### src/rtl/ram_rd_chk_lat_dly.sv
// Fixed-depth register pipeline with synchronous clear.
// Realigns the RAM read strobe/address to the read latency.
module lat_dly #(
  parameter int W = 6,
  parameter int N = 1
) (
  input  logic         clk,
  input  logic         i_clr,
  input  logic [W-1:0] i_d,
  output logic [W-1:0] o_q
);

  logic [W-1:0] r_pipe [N];

  // Shift the tap down the pipe; clear drops anything in flight.
  always_ff @(posedge clk) begin
    if (i_clr) begin
      for (int i = 0; i < N; i++)
        r_pipe[i] <= '0;
    end else begin
      r_pipe[0] <= i_d;
      for (int i = 1; i < N; i++)
        r_pipe[i] <= r_pipe[i-1];
    end
  end

  assign o_q = r_pipe[N-1];

endmodule

### config.mk
export PLATFORM = sky130hd
export DESIGN_NAME = lat_dly
export DESIGN_NICKNAME = d
export VERILOG_FILES = /design/src/rtl/ram_rd_chk_lat_dly.sv
export SDC_FILE = /design/constraint.sdc
export NUM_CORES = 1
export LEC_CHECK = 0
export CAP_MARGIN = 20
export CORE_AREA = 8 8 45 47
export DETAILED_ROUTE_END_ITERATION = 7
export DIE_AREA = 0 0 53 55
export PLACE_DENSITY = 0.42
export SLEW_MARGIN = 20
export SYNTH_ARGS = -nofsm -noshare
export SYNTH_HDL_FRONTEND = slang
export SYNTH_SLANG_ARGS = --single-unit
### constraint.sdc
create_clock -name clk -period 0.8 [get_ports clk]
set_clock_uncertainty 0.1 [all_clocks]
set_input_delay 0.12 -clock clk [delete_from_list [all_inputs] [get_ports clk]]
set_output_delay 0.12 -clock clk [all_outputs]
set_load 0.02 [all_outputs]
==> results.md, run 1 <==
Outcome:
- The run finished, with violations left.
- The final reports fail on setup timing.

Route:
- The final layout contains routed wiring with a total length of 406 microns.
- Dividing the detail-routed wire length by the instance count gives 9.227 microns.
- For this run, the detailed router's first-pass iteration total came to 1.
- In the routed layout, each cell is associated on average with a via count of 3.023.
- The number of remaining DRC errors is 0.
- The count of routing violations after the opening detailed-route iteration is 0.
- The total vias in the final route is 133.
- The number of nets with antenna violations after routing is 0.

Critical path:
- The critical path goes through buf_6.
- The slowest stage of the critical path belongs to the cell dfxtp_2.
- Counting both buffers and inverters, the worst setup path holds a total of 1.
- The kind of cell with the highest combined delay along the critical path is flip-flops.
- The worst setup path is of the flop to output port kind.
- The startpoint type of the worst setup path is a flop.
- Along the worst path, the maximum fanout reaches 1.
- STA puts the critical path data required time at 0.58 ns.
- The arrival time of data at the critical path endpoint is 0.67 ns.
- The maximum single-stage delay on the critical path is 0.31 ns.
- The endpoint type of the worst setup path is an output port.

Floorplan:
- Pin placement for this block handled 14 I/O pins.
- The initialized floorplan defines 14 standard-cell rows.
- The die is 53 microns wide.
- The die covers 2915 sq um.
- The placeable core region is 1384 sq um.
- The initial cell density of the core is 11.39%.
- The die is 55 microns tall.

Power and ir drop:
- In this run the power density over the cells is 2004 nW/um^2.
- The leakage power of the design is 0.1425 nW.
- The internal power of the cells is 0.5543 mW.
- Of the total power, the share spent switching nets is 19.88%.
- Summed over all nets, the switching power comes to 0.1376 mW.
- The completed layout was analyzed and its total power is 0.6919 mW.
- The worst-case IR drop observed on VDD is 0.4750 mV.
- The share of total power dissipated in combinational logic is 14.7%.
- The register share of total power is 47.3%.
- The proportion of power drawn by the clock network is 38.0%.

Synth:
- The flop and latch count out of synthesis is 6.
- Of the total synthesized cell area, the portion taken by XOR and XNOR cells is 0%.
- The net count after synthesis is 20.
- In the synthesized netlist, the number of instances is 12.
- The netlist uses 2 different library cells.
- The synthesized netlist devotes 0% of its cell area to compound gates.
- After synthesis, the largest family of logic cells by area is simple AND/OR/NAND/NOR gates.
- The post-synthesis mux area share is 0%.
- After synthesis, the mean cell area works out to 13.14 sq um.
- The synthesized netlist devotes 0% of its cell area to adder and majority cells.
- The post-synthesis instance area is 157.7 sq um.
- The fraction of the yosys area taken by sequential cells is 76.19%.
- Of the total synthesized cell area, the portion taken by AND, OR, NAND and NOR gates is 23.81%.
- The synthesis warning total is 0.

Timing:
- The tightest hold path in the finished design has a slack of 0.3332 ns.
- The share of the clock period used by the worst path after layout is 111.0%.
- Timing would allow up to 1126 MHz.
- At the pin with the least slew margin, the transition time is 0.1789 ns.
- The count of pins over their slew limit is 0.
- Setup repair after global routing could not meet its margin everywhere.
- The tightest slew margin relative to the limit is 88.04%.
- The worst-case setup margin in the final layout is -0.08828 ns.
- Setup violations remaining at the end of the flow were counted as 6.
- The smallest clock period supported by the final layout is computed as 0.8883 ns.
- After routing, the total negative slack on setup checks comes to -0.5123 ns.
- The number of hold-slack violations in the final timing report is 0.

Finish:
- Cells with a size suffix above 1 make up 53.57% of the layout.
- Excluding fillers, the count of instances in the completed layout stands at 44.
- The most common cell after layout, fill and taps aside is clkdlybuf4s50_1.
- The number of nets in the finished design is 38.
- The largest registers in the layout are r_pipe (6).
- From synthesis to final layout, the design area changed by 119.0%.
- The filler cells instantiated in the layout total 156.
- r_pipe holds more flip-flops than any other register.
- In the layout the commonest cells are clkdlybuf4s50_1, nor2b_1, buf_6, dfxtp_2, clkbuf_4.
- For this run, the share of the core covered by cells in the final layout is 24.95%.
- 0 antenna diodes ended up in the layout.
- The number of flip-flops in the largest register is 6.
- The finished cells cover 345.3 sq um.

Place:
- The pre-CTS setup slack is -0.3271 ns.
- The number of placed instances, taps included, is 41.
- During placement, the flow inserted port buffers numbering 13.
- The global placer's final weighted congestion is 0.5577.
- The area after detailed placement is 307.8 sq um.

Clock network:
- Post-CTS timing repair inserted 0 buffers for setup.
- Counting the buffers created by CTS gives 3.
- TritonCTS built the clock tree.
- Clock-pin slew was measured on the worst setup and hold paths at 0.04 ns.
- The library cell used as clock root buffer is clkbuf_4.
- The deepest level of the CTS H-tree is 1.
- The number of sinks handled by clock tree synthesis is 6.
- The clock passes through at most 2 buffers.

GRT:
- The first global-routing pass estimated 565 microns of wire.
- Global routing consumed, over all layers together, 3.284% of the routing resources.
- The number of global-route vias before repair came to 137.
- The pin count of the biggest net entering global routing is 7.
- The aggregate global routing overflow is 0.
- The initial antenna violation count is 0.

Flow run:
- The count of maximum capacitance violations is 0.

Worst hold path:
- The min-delay analysis places its worst path in the category input port to flop.
layer usage:
layer | GRT usage, % | vias up | part of all wire, %
li1 | - | 68 | -
met1 | 3.206 | 47 | 52
met2 | 2.539 | 16 | 22
met3 | 3.743 | 2 | 21
met4 | 5.172 | 0 | 4.2
met5 | 0 | - | 0
path summary, 6_finish.rpt:
check / slack [ns] / endpoint / from / depth (start not counted)
max: -0.09 / o_q[4] / r_pipe[0][4] / 1
min: 0.33 / r_pipe[0][5] / i_d[5] / 2
power by group through the flow:
| stage | sequential (mW) | combinational [mW] | clock (mW) |
|---|---|---|---|
| 2_1_floorplan | 0.346 | 0.00991 | 0 |
| 3_3_place_gp | 0.325 | 0.0998 | 0 |
| 3_5_place_dp | 0.326 | 0.101 | 0 |
| 4_1_cts | 0.327 | 0.104 | 0.277 |
| 5_1_grt | 0.328 | 0.108 | 0.288 |
| 6_report | 0.327 | 0.102 | 0.263 |
cell usage after synthesis:
cell     number  share of area (%)
dfxtp_1       6                 76
nor2b_1       6                 24
cell type report:
| cell class | instances | area (sq um) | share of cell area [%] |
|---|---|---|---|
| clock buffers | 3 | 22.52 | 6.522 |
| repair buffers | 13 | 137.6 | 39.86 |
| well taps | 16 | 20.02 | 5.797 |
| multi-input cells | 6 | 37.54 | 10.87 |
| flip-flops and latches | 6 | 127.6 | 36.96 |
logic make-up (layout without fill, tap and decap cells):
logic type             after synthesis  in the layout
AND/OR/NAND/NOR                      6              6
buffers and inverters                0             16
flip-flops                           6              6
what timing repair did:
| item | in CTS | in global routing |
|---|---|---|
| endpoints found under the setup margin | 6 | 6 |
| resized for setup | 42 | 0 |
| hold endpoints to repair | 0 | 0 |
| cloned | 0 | 0 |
| hold buffers | 0 | 0 |
No activity file was read; power rests on OpenSTA's default activity.
==> inputs of run 2 (changes only) <==
- GPL_TIMING_DRIVEN: not set -> 0
==> run 2 against run 1 <==
Net effect:
- the flow still finishes with violations (setup timing)
- setup slack got worse by 0.0016 ns
- die area unchanged
- critical path depth unchanged
- non-clock buffer count unchanged
- cell area unchanged
- worst hold slack about the same
- combinational power about the same
- flip-flop and latch count unchanged
- critical endpoint is now o_q[2]
- sequential share of layout area unchanged
==> results.md, run 2 (same netlist as run 1, synthesis figures left out) <==
Timing:
- The worst-case setup margin in the final layout is -0.08990 ns.
- The post-route minimum period is 0.8899 ns.
- The count of pins over their slew limit is 0.
- The top achievable clock speed is 1124 MHz.
- Setup violations remaining at the end of the flow were counted as 6.
- The number of hold-slack violations in the final timing report is 0.
- The share of the clock period used by the worst path after layout is 111.2%.
- For the pin with the worst max-slew slack, the measured transition is 0.1821 ns.
- Setup repair after global routing could not meet its margin everywhere.
- The post-route setup TNS is -0.5204 ns.
- The tightest slew margin relative to the limit is 87.82%.

Clock network:
- The number of clock buffers inserted by TritonCTS is 3.
- The number of sinks handled by clock tree synthesis is 6.
- CTS placed an instance of clkbuf_4 at the clock tree root.
- Clock-pin slew was measured on the worst setup and hold paths at 0.04 ns.
- The deepest level of the CTS H-tree is 1.
- The post-CTS setup buffer count is 0.
- TritonCTS built the clock tree.
- The number of buffers between clock root and the deepest sink is 2.

Route:
- For this run, the detailed router's first-pass iteration total came to 1.
- The total vias in the final route is 128.
- The number of remaining DRC errors is 0.
- The average wire length per cell after detail routing is 9.364 microns.
- In this run, the number of DRC markers left after iteration 0 of detailed routing was 0.
- The via density per instance is 2.909.
- The routed wire length is 412 microns.
- In this run the remaining antenna-violating nets after routing total 0.

Place:
- Once placement completed, the tool counted placed cells totaling 41.
- Input and output buffers added on the ports amount to 13.
- Routability-driven placement finished with a final weighted congestion of 0.5770.

Finish:
- The number of flip-flops in the largest register is 6.
- The repair_antennas step left the layout with diodes totalling 0.
- Cells fill 24.95% of the core in the end.
- In the layout the commonest cells are clkdlybuf4s50_1, nor2b_1, buf_6, dfxtp_2, clkbuf_4.
- The area used by sequential logic in the layout is 127.6 sq um.
- From synthesis to final layout, the design area changed by 119.0%.
- The share of post-route cells with drive strength above 1 is 53.57%.
- The number of nets in the finished design is 38.
- Excluding fillers, the count of instances in the completed layout stands at 44.
- Ranked by flip-flop count, first place goes to r_pipe.
- The most common cell after layout, fill and taps aside is clkdlybuf4s50_1.
- The layout has 157 filler cells.
- The largest registers in the layout are r_pipe (6).
- In the final layout, the multi-input gates occupy 37.54 sq um.

Critical path:
- The worst-path maximum fanout is 1.
- The startpoint type of the worst setup path is a flop.
- The critical path goes through buf_6.
- For this design, the slowest cell found on the critical path is dfxtp_2.
- The required arrival time at the worst endpoint is 0.58 ns.
- The startpoint-to-endpoint class of the critical path is flop to output port.
- The maximum single-stage delay on the critical path is 0.31 ns.
- Among cell families on the critical path, the largest total delay comes from flip-flops.
- The arrival time of data at the critical path endpoint is 0.67 ns.
- STA classifies the critical path endpoint as an output port.
- The buffering stage count on the worst path with inverters included is 1.
- Tracing the worst setup path back leads to its startpoint at r_pipe[0][2].

GRT:
- The busiest layer in global routing is met4.
- For this run the aggregate overflow at the end of global routing stands at 0.
- The initial antenna violation count is 0.
- Global routing used 3.286% of the available tracks across all layers.
- The number of global-route vias before repair is 156.
- The met1 global-route usage is 3.823%.
- In the global route stage, met2 resource usage came out at 2.539%.
- The wire length of the first global-routing pass is 627 microns.
- Global routing used 3.476% of the available met3 tracks.
- The pin count of the biggest net entering global routing is 7.

Power and ir drop:
- The peak supply drop is 0.5670 mV.
- The leakage power of the design is 0.1425 nW.
- The ratio of total power to cell area is 2016 nW/um^2.

Worst hold path:
- The path type of the worst min-delay path is input port to flop.
- The worst hold path begins at i_d[5].

Floorplan:
- For this configuration, the core starts out at a cell density of 11.39%.
- The number of placement rows is 14.
- The die covers 2915 sq um.
- 14 I/O pins were placed.
- The placeable core region is 1384 sq um.
- The vertical extent of the die is 55 microns.
- The overall die width is 53 microns.

Outcome:
- The final reports fail on setup timing.
- The flow ran to the end, but the final reports show violations.

Flow run:
- The count of maximum capacitance violations is 0.
-- run 2: metrics by stage --
stage,hold slack [ns],cell area (sq um),setup slack (ns),power (mW)
floorplan,0.09161,157.7,0.1849,0.3563
global route,0.3458,345.3,-0.1035,0.7200
detailed placement,0.5871,307.8,-0.3271,0.4268
global placement,0.5907,307.8,-0.3131,0.4251
CTS,0.3233,345.3,-0.1018,0.7142
finish,0.3334,345.3,-0.08990,0.6961
-- run 2: metal layers --
metal	share of wire, %	routed length (microns)
met1	52	213
met2	25	105
met3	23	93
met4	0	0
met5	0	0
-- run 2: where the power goes --
group / switching (mW) / internal, mW / total, mW
registers: 0.00751 / 0.320 / 0.327
logic: 0.0362 / 0.0658 / 0.102
clock network: 0.0981 / 0.169 / 0.267
-- run 2: repair_timing --
| action | in CTS | in global routing |
|---|---|---|
| pin swaps | 0 | 0 |
| setup endpoints to repair | 6 | 6 |
| gates resized for setup | 42 | 0 |
| hold buffers | 0 | 0 |
| endpoints found under the hold margin | 0 | 0 |
-- run 2: worst paths after layout --
path / to / cells past startpoint
setup / recovery: o_q[2] / 1
hold / removal: r_pipe[0][5] / 2
-- run 2: layout make-up --
cell class | instances | share of cell area [%]
flip-flops and latches | 6 | 36.96
repair buffers | 13 | 39.86
multi-input cells | 6 | 10.87
well taps | 16 | 5.797
clock buffers | 3 | 6.522
